$ cat src/rtl/mux_pkg.sv
// rtl/mux_pkg.sv - shared state type and mode encodings for mux_nx1_scan
package mux_pkg;

    typedef enum logic [1:0] {
        IDLE   = 2'd0,
        MANUAL = 2'd1,
        SCAN   = 2'd2
    } state_t;

    localparam logic MODE_MANUAL = 1'b0;
    localparam logic MODE_SCAN   = 1'b1;

endpackage

$ cat src/rtl/mux_nx1_scan_ctr.sv
// rtl/mux_nx1_scan_ctr.sv - SCAN dwell counter and channel index with wrap/skip
module scan_ctr #(
    parameter int N_CH  = 4,
    parameter int DWELL = 4,
    localparam int SEL_W = $clog2(N_CH)
) (
    input  logic             clk,
    input  logic             rst_n,
    input  logic             restart,
    input  logic             freeze,
    input  logic [N_CH-1:0]  mask,
    output logic [SEL_W-1:0] cur,
    output logic             strobe
);

    localparam int DW_W = (DWELL > 1) ? $clog2(DWELL) : 1;
    localparam logic [DW_W-1:0]  DWELL_LAST = DW_W'(DWELL - 1);
    localparam logic [SEL_W:0]   N_CH_EXT   = (SEL_W + 1)'(N_CH);

    logic [DW_W-1:0]  dwell;
    logic [SEL_W-1:0] next_ch;
    logic             cur_en;
    logic             all_masked;

    assign cur_en     = mask[cur];
    assign all_masked = (mask == '0);
    assign strobe     = !restart && !freeze && cur_en && (dwell == DWELL_LAST);

    // Next enabled channel after cur, wrapping; may land back on cur itself
    always_comb begin
        logic [SEL_W:0] idx;
        logic           found;
        next_ch = cur;
        idx     = '0;
        found   = 1'b0;
        for (int i = 1; i <= N_CH; i++) begin
            idx = {1'b0, cur} + (SEL_W + 1)'(i);
            if (idx >= N_CH_EXT) begin
                idx = idx - N_CH_EXT;
            end
            if (!found && mask[idx[SEL_W-1:0]]) begin
                next_ch = idx[SEL_W-1:0];
                found   = 1'b1;
            end
        end
    end

    // Dwell/channel state: restart wins, then freeze/all-masked hold, masked channel skipped
    always_ff @(posedge clk or negedge rst_n) begin
        if (!rst_n) begin
            cur   <= '0;
            dwell <= '0;
        end else if (restart) begin
            cur   <= '0;
            dwell <= '0;
        end else if (freeze || all_masked) begin
            cur   <= cur;
            dwell <= dwell;
        end else if (!cur_en) begin
            cur   <= next_ch;
            dwell <= '0;
        end else if (dwell == DWELL_LAST) begin
            cur   <= next_ch;
            dwell <= '0;
        end else begin
            dwell <= dwell + 1'b1;
        end
    end

endmodule

$ cat src/rtl/mux_nx1_scan.sv
// rtl/mux_nx1_scan.sv - registered N-channel mux with MANUAL/SCAN modes; optional MUX_SCAN_MASK_EN
module mux_nx1_scan
    import mux_pkg::*;
#(
    parameter int WIDTH = 8,
    parameter int N_CH  = 4,
    parameter int DWELL = 4,
    localparam int SEL_W = $clog2(N_CH)
) (
    input  logic                  clk,
    input  logic                  rst_n,
    input  logic [N_CH*WIDTH-1:0] in_bus,
    input  logic                  en,
    input  logic                  mode,
    input  logic [SEL_W-1:0]      sel,
    input  logic                  out_ready,
`ifdef MUX_SCAN_MASK_EN
    input  logic [N_CH-1:0]       ch_mask,
`endif
    output logic [WIDTH-1:0]      out,
    output logic [SEL_W-1:0]      out_ch,
    output logic                  out_valid,
    output logic                  sel_err
);

    localparam logic [SEL_W:0]   N_CH_EXT = (SEL_W + 1)'(N_CH);
    localparam logic [SEL_W-1:0] LAST_CH  = SEL_W'(N_CH - 1);

    state_t           state;
    state_t           state_nxt;
    logic [WIDTH-1:0] ch_data [N_CH];
    logic [N_CH-1:0]  scan_mask;
    logic [SEL_W-1:0] scan_cur;
    logic             scan_strobe;
    logic             capture_ok;
    logic             accept;
    logic             man_cap;
    logic             scan_cap;
    logic             sel_bad;
    logic [SEL_W-1:0] man_ch;

    for (genvar k = 0; k < N_CH; k++) begin : g_ch
        assign ch_data[k] = in_bus[k*WIDTH +: WIDTH];
    end

`ifdef MUX_SCAN_MASK_EN
    assign scan_mask = ch_mask;
`else
    assign scan_mask = '1;
`endif

    assign capture_ok = !out_valid || out_ready;
    assign accept     = out_valid && out_ready;
    assign sel_bad    = ({1'b0, sel} >= N_CH_EXT);
    assign man_ch     = sel_bad ? LAST_CH : sel;
    assign man_cap    = (state == MANUAL) && capture_ok;
    assign scan_cap   = (state == SCAN) && scan_strobe;

    // Counters sit at channel 0 / dwell 0 whenever not scanning, so every SCAN entry restarts
    scan_ctr #(
        .N_CH  (N_CH),
        .DWELL (DWELL)
    ) u_scan_ctr (
        .clk     (clk),
        .rst_n   (rst_n),
        .restart (state != SCAN),
        .freeze  (!capture_ok),
        .mask    (scan_mask),
        .cur     (scan_cur),
        .strobe  (scan_strobe)
    );

    // Mode state register
    always_ff @(posedge clk or negedge rst_n) begin
        if (!rst_n) begin
            state <= IDLE;
        end else begin
            state <= state_nxt;
        end
    end

    // Next state: enable gates everything, mode picks MANUAL or SCAN
    always_comb begin
        state_nxt = state;
        if (!en) begin
            state_nxt = IDLE;
        end else if (mode == MODE_SCAN) begin
            state_nxt = SCAN;
        end else begin
            state_nxt = MANUAL;
        end
    end

    // Output register: capture replaces any sample, else an accepted sample drops valid
    always_ff @(posedge clk or negedge rst_n) begin
        if (!rst_n) begin
            out       <= '0;
            out_ch    <= '0;
            out_valid <= 1'b0;
            sel_err   <= 1'b0;
        end else if (man_cap) begin
            out       <= ch_data[man_ch];
            out_ch    <= man_ch;
            out_valid <= 1'b1;
            sel_err   <= sel_bad;
        end else if (scan_cap) begin
            out       <= ch_data[scan_cur];
            out_ch    <= scan_cur;
            out_valid <= 1'b1;
            sel_err   <= 1'b0;
        end else if (accept) begin
            out_valid <= 1'b0;
        end
    end

endmodule

$ cat config.mk
export PLATFORM = sky130hd
export DESIGN_NAME = mux_nx1_scan
export DESIGN_NICKNAME = d
export VERILOG_FILES = /design/src/rtl/mux_pkg.sv /design/src/rtl/mux_nx1_scan_ctr.sv /design/src/rtl/mux_nx1_scan.sv
export SDC_FILE = /design/constraint.sdc
export NUM_CORES = 1
export LEC_CHECK = 0
export ABC_AREA = 1
export CORE_ASPECT_RATIO = 0.7
export CORE_MARGIN = 5
export CORE_UTILIZATION = 47
export CTS_BUF_LIST = sky130_fd_sc_hd__clkbuf_4
export DETAILED_ROUTE_END_ITERATION = 12
export PLACE_DENSITY = 0.82
export SYNTH_ARGS = -nofsm -noshare
export SYNTH_HDL_FRONTEND = slang
export SYNTH_SLANG_ARGS = --single-unit
$ cat constraint.sdc
create_clock -name clk -period 1.44 [get_ports clk]
set_input_delay 0.288 -clock clk [delete_from_list [all_inputs] [get_ports clk]]
set_output_delay 0.288 -clock clk [all_outputs]
set_load 0.01 [all_outputs]
# Word-level counts from Yosys, hierarchy flattened
# Index checks and enable logic that the tools add are counted.
# op_classes
reduce_logical	19
n_mul	0
n_eq_ne	5
shift	0
order_cmp	11
div	0
n_mux	46
bitwise	2
n_addsub	9
# op_table
op	n
$mux 8	6
$mux 2	20
$bmux 8 s2	2
$ge 3x3->1 const B	6
$lt 2x3->1 const B	5
$mux 1	13
$bmux 1 s2	5
$logic_and 1x1->1	9
$sub 2x1->2 const B	4
$add 2x2->3 const B	2
$not 2->3	2
$logic_not 1->1	5
$eq 2x2->1 const B	2
$reduce_bool 2->1	2
$add 2x1->3 const B	1
$add 2x3->3 const B	1
$ne 3x2->1 const B	1
$reduce_bool 3->1	1
$add 2x1->2 const B	1
$eq 2x1->1 const B	1
$ne 2x2->1 const B	1
$reduce_and 2->1	1
$logic_or 1x1->1	1
# totals
mem_count	0
in_bits	39
rom_bits	0
ram_bits	0
regBits	18
latch_bits	0

# Depth between registers and ports, before layout
# depth
ltp_word	19
ltp_mapped	8

# Cells and area by module
# From an unflattened synthesis, not the netlist that was laid out.
# unflattened
cells_unflattened	309
hier_area_um2	1839.3
# modules_own_cells
module	cells_per_inst	instances	area_per_inst_um2	seq_area_each_um2
mux_nx1_scan	228	1	1365.1	325.3
scan_ctr	81	1	474.2	100.1

# Least setup slack after synthesis
# OpenSTA, ideal clock, no wires.
# synth_timing
path_type	reg2reg
from	register out_valid
to	register out[4]
stages_incl_launch_ff	6
slack_ns	0.352
synth_period_minus_slack_ns	1.088
required_ns	1.319
arrival_ns	0.967
setup_ns	0.121
n_path_buf	1
path_cell_list	dfrtp_1 nand2_4 nand3_2 buf_4 nand3_1 nand3_2
# synth_between
elab_chain_cells	7
elab_cells_between_ends	9
cone_classes	mux: 1; reduce/logical: 8
# synth_lines
item	line	source
from (decl)	mux_nx1_scan.sv:22	output logic out_valid,
from (signal assigned)	mux_nx1_scan.sv:99	out_valid <= 1'b0;
from (signal assigned)	mux_nx1_scan.sv:104	out_valid <= 1'b1;
from (signal assigned)	mux_nx1_scan.sv:109	out_valid <= 1'b1;
$logic_not 1->1 (*)	mux_nx1_scan.sv:52	assign capture_ok = !out_valid || out_ready;
$logic_or 1x1->1 (*)	mux_nx1_scan.sv:52	
$logic_and 1x1->1 (3 in series)	mux_nx1_scan_ctr.sv:27	assign strobe = !restart && !freeze && cur_en && (dwell == DWELL_LAST);
$logic_and 1x1->1	mux_nx1_scan.sv:57	assign scan_cap = (state == SCAN) && scan_strobe;
$reduce_bool 2->1 (no line)	--	
to (signal assigned)	mux_nx1_scan.sv:102	out <= ch_data[man_ch];
to (signal assigned)	mux_nx1_scan.sv:107	out <= ch_data[scan_cur];
to (decl)	mux_nx1_scan.sv:20	output logic [WIDTH-1:0] out,
# Mark *: on every way between the ends. The rest lies on a longest branch, timed or not.
# A chain may end at the register's enable or synchronous reset.

# Worst setup path after layout
# layout_timing
from	register out[2]
to	output port out[2]
# No word-level cell between the ends.

==> impl_table.tex <==
\begin{tabular}{lr}
\hline
Metric & Value \\
\hline
\multicolumn{2}{l}{\textbf{Global route}} \\
\quad Largest net degree at the start of global routing & 18 \\
\quad First-pass GRT wire length & 6890 µm \\
\quad Number of global-route vias before repair & 1563 \\
\quad Total global routing overflow & 0 \\
\quad GRT Util Overall & 0.189 \\
\quad Initial antenna violation count & 0 \\
\multicolumn{2}{l}{\textbf{Yosys}} \\
\quad Xor and xnor area share after synthesis & 0 \\
\quad Mapped Avg Cell Area & 6.04 µm² \\
\quad Flop and latch count out of synthesis & 17 \\
\quad Synthesized-area fraction occupied by and/or/nand/nor cells & 0.513 \\
\quad Main combinational cell family by area after synthesis & simple AND/OR/NAND/NOR gates \\
\quad Synthesized net count & 287 \\
\quad Mapped Cells & 247 \\
\quad Adder-Cell Fraction of Synth Area & 0.00839 \\
\quad Synth Warn \# & 0 \\
\quad Sequential cell area fraction in the yosys report & 0.285 \\
\quad Proportion of synthesized area in mux cells & 0 \\
\quad Number of different library cells in the post-synthesis netlist & 20 \\
\quad Complex-gate fraction of the synthesized area & 0.0117 \\
\quad Netlist Area Pre-Place & 0.00149 mm² \\
\multicolumn{2}{l}{\textbf{Critical path}} \\
\quad Number of cells on the worst reg-to-reg path & 5 \\
\quad FF-to-FF End & out\_ch[1] \\
\quad Max FO, Critical Path & 2 \\
\quad Type of the worst setup path & flip-flop to primary output \\
\quad Worst flop-to-flop path startpoint & u\_scan\_ctr.dwell[0] \\
\quad Levels on crit path & 1 \\
\quad Ordered list of cells on the worst path & dlygate4sd2\_1 \\
\quad CP endpoint kind & primary output \\
\quad Worst path top cell family by delay & flip-flops \\
\quad WP buf/inv & 1 \\
\quad Reg-to-reg setup timing slack & 0.15 ns \\
\quad Kind of start point of the critical path & flip-flop \\
\quad CP Data Arrival Time & 1.01 ns \\
\quad Largest stage delay, worst path & 0.42 ns \\
\quad Required time of the worst setup path & 1.15 ns \\
\quad Library cell contributing the largest single delay on the critical path & sky130\_fd\_sc\_hd\_\_dfrtp\_1 \\
\multicolumn{2}{l}{\textbf{Status}} \\
\quad Status & completed \\
\multicolumn{2}{l}{\textbf{Detailed routing}} \\
\quad Via count normalized by instance count & 4.99 \\
\quad Total DRC errors in the routed layout & 0 \\
\quad Post-detailed-route wirelength per cell & 12.2 µm \\
\quad Routed wire length & 4160 µm \\
\quad Number of DRC markers in iteration 0 & 147 \\
\quad Number of vias in the routed layout & 1707 \\
\quad First-pass detailed-route iteration total & 4 \\
\quad Final ANT Viol Nets & 0 \\
\multicolumn{2}{l}{\textbf{Final layout}} \\
\quad Storage cell area & 425 µm² \\
\quad Layout overhead on the synthesized area & 37.8\% \\
\quad \# nets final & 345 \\
\quad Final antenna diode count & 0 \\
\quad Share of layout cells above drive strength 1 & 0.105 \\
\quad Filler Cells Inserted & 297 \\
\quad Multi-input gate area & 798 µm² \\
\multicolumn{2}{l}{\textbf{Floorplanning}} \\
\quad Width of the die & 77.3 µm \\
\quad \# rows & 17 \\
\quad Die height & 57.1 µm \\
\quad Boundary Pins & 51 \\
\quad Total core area & 0.00311 mm² \\
\quad Die outline area & 0.00442 mm² \\
\quad Starting utilization of the core area & 0.480 \\
\multicolumn{2}{l}{\textbf{STA}} \\
\quad Setup repair after global routing missed its margin & false \\
\quad Share of the clock period used by the worst path after layout & 0.902 \\
\quad Setup violation total in the final timing report & 0 \\
\quad Final max-slew violation count & 0 \\
\quad Achievable clock frequency & 770 MHz \\
\quad TNS Setup & 0 ns \\
\quad Minimum clock period & 1.30 ns \\
\quad Worst clock skew & 0.00183 ns \\
\quad Number of hold violations in the final report & 0 \\
\quad Final worst-path setup slack & 0.141 ns \\
\multicolumn{2}{l}{\textbf{Pwr}} \\
\quad Worst-case vdd ir drop & 0.000483 V \\
\quad Total power & 1.33 mW \\
\quad Power density over the cells & 649 mW/mm² \\
\quad Cell leakage power & 1.17 nW \\
\multicolumn{2}{l}{\textbf{Clock tree}} \\
\quad Number of buffers inserted during clock tree synthesis & 3 \\
\quad CTS tree & yes \\
\quad CTS Root Buffer Type & sky130\_fd\_sc\_hd\_\_clkbuf\_4 \\
\quad Worst-Skew Late Latency & 0.30 ns \\
\quad Clk slew on worst S/H paths & 0.10 ns \\
\quad Buffer levels on the longest clock path & 2 \\
\quad Depth of the CTS H-tree & 1 \\
\quad Sinks on the clock net & 17 \\
\multicolumn{2}{l}{\textbf{Placement}} \\
\quad GP Congestion & 0.863 \\
\quad HPWL after detailed placement & 3170 µm \\
\quad Worst setup timing slack at the placement stage & -0.0804 ns \\
\quad Buffers on Ports & 49 \\
\multicolumn{2}{l}{\textbf{Min path}} \\
\quad Worst hold path class & input pin to asynchronous set/reset pin \\
\multicolumn{2}{l}{\textbf{Flow run}} \\
\quad Number of maximum-capacitance constraint violations & 0 \\
\hline
\end{tabular}
[worst max path at each step]
stage | startpoint | endpoint | slack [ns]
2_1_floorplan | out_valid | out[4] | 0.35
3_3_place_gp | out_ready | out_ch[0] | -0.06
3_5_place_dp | out_ready | out[5] | -0.08
4_1_cts | out[2] | out[2] | 0.15
5_1_grt | u_scan_ctr.dwell[0] | out_ch[0] | 0.04
6_report | out[2] | out[2] | 0.14
[cell type report]
class	count	share of cell area
clock inverters	1	0.00243
repair buffers	64	0.287
clock buffers	3	0.0110
flip-flops and latches	17	0.207
well taps	38	0.0231
multi-input cells	175	0.388
inverters	44	0.0816
[where the power goes]
part,internal (mW),switching (mW)
registers,0.540,0.0385
clock network,0.104,0.163
logic,0.259,0.230
[kinds of logic (layout without fill, tap and decap cells)]
logic type	count (synthesis)	after routing
and+or+nand+nor	170	170
buffers and inverters	55	112
DFF	17	17
AOI/OAI and AO/OA	3	3
adders and majority gates	1	1
other	1	1
[Yosys cell counts, drive strengths merged]
library cell    n  share of area
ha              1         0.0084
dfrtp          17           0.29
inv            44           0.11
conb            1         0.0025
nand3          59           0.22
a21oi           1         0.0034
nor2            5          0.018
nand2         106           0.28
buf            11          0.067
o21ai           1         0.0034
o31ai           1         0.0050
[flip-flops by register name, summed over array words and instances (netlist names)]
signal	count
out	8
out_ch	2
state	2
u_scan_ctr.cur	2
u_scan_ctr.dwell	2
out_valid	1
[repair_timing]
action                     in CTS  in global routing
hold buffers                    0                  0
setup endpoints to repair      11                  0
resized for setup              11                  0
setup buffers                   1                  0
[cell usage in the layout, fill, tap and decap left out]
| cell type | n |
|---|---|
| sky130_fd_sc_hd__nand3_2 | 4 |
| sky130_fd_sc_hd__a21oi_1 | 1 |
| sky130_fd_sc_hd__clkinv_2 | 1 |
| sky130_fd_sc_hd__buf_4 | 15 |
| sky130_fd_sc_hd__o21ai_0 | 1 |
| sky130_fd_sc_hd__clkdlybuf4s50_1 | 38 |
| sky130_fd_sc_hd__clkbuf_4 | 3 |
| sky130_fd_sc_hd__inv_1 | 40 |
| sky130_fd_sc_hd__dlygate4sd2_1 | 11 |
| sky130_fd_sc_hd__dfrtp_1 | 17 |
| sky130_fd_sc_hd__nor2_1 | 4 |
| sky130_fd_sc_hd__nand2_2 | 2 |
| sky130_fd_sc_hd__nand3_1 | 54 |
| sky130_fd_sc_hd__inv_2 | 3 |
| sky130_fd_sc_hd__o31ai_1 | 1 |
| sky130_fd_sc_hd__nand2_4 | 1 |
| sky130_fd_sc_hd__inv_4 | 1 |
| sky130_fd_sc_hd__conb_1 | 1 |
| sky130_fd_sc_hd__nand2_1 | 103 |
| sky130_fd_sc_hd__nor2_4 | 1 |
| sky130_fd_sc_hd__nand3_4 | 1 |
| sky130_fd_sc_hd__ha_1 | 1 |
[layer usage]
metal	up-vias	part of all wire	GRT usage
li1	866	-	-
met3	6	0.090	0.0568
met5	-	0	0
met1	758	0.43	0.239
met4	0	0.011	0.0368
met2	77	0.47	0.323
[through the flow]
step           hold slack [ns]   util  cell area [µm²]  instances
6_report                 0.306  0.662             2060        342
2_1_floorplan         -0.00759      -             1490        247
4_1_cts                  0.315  0.662             2060        342
5_1_grt                  0.335  0.662             2060        342
3_3_place_gp             0.490  0.655             2030        337
3_5_place_dp             0.502  0.655             2030        337
Note: power is estimated with default switching activity, not from simulation.
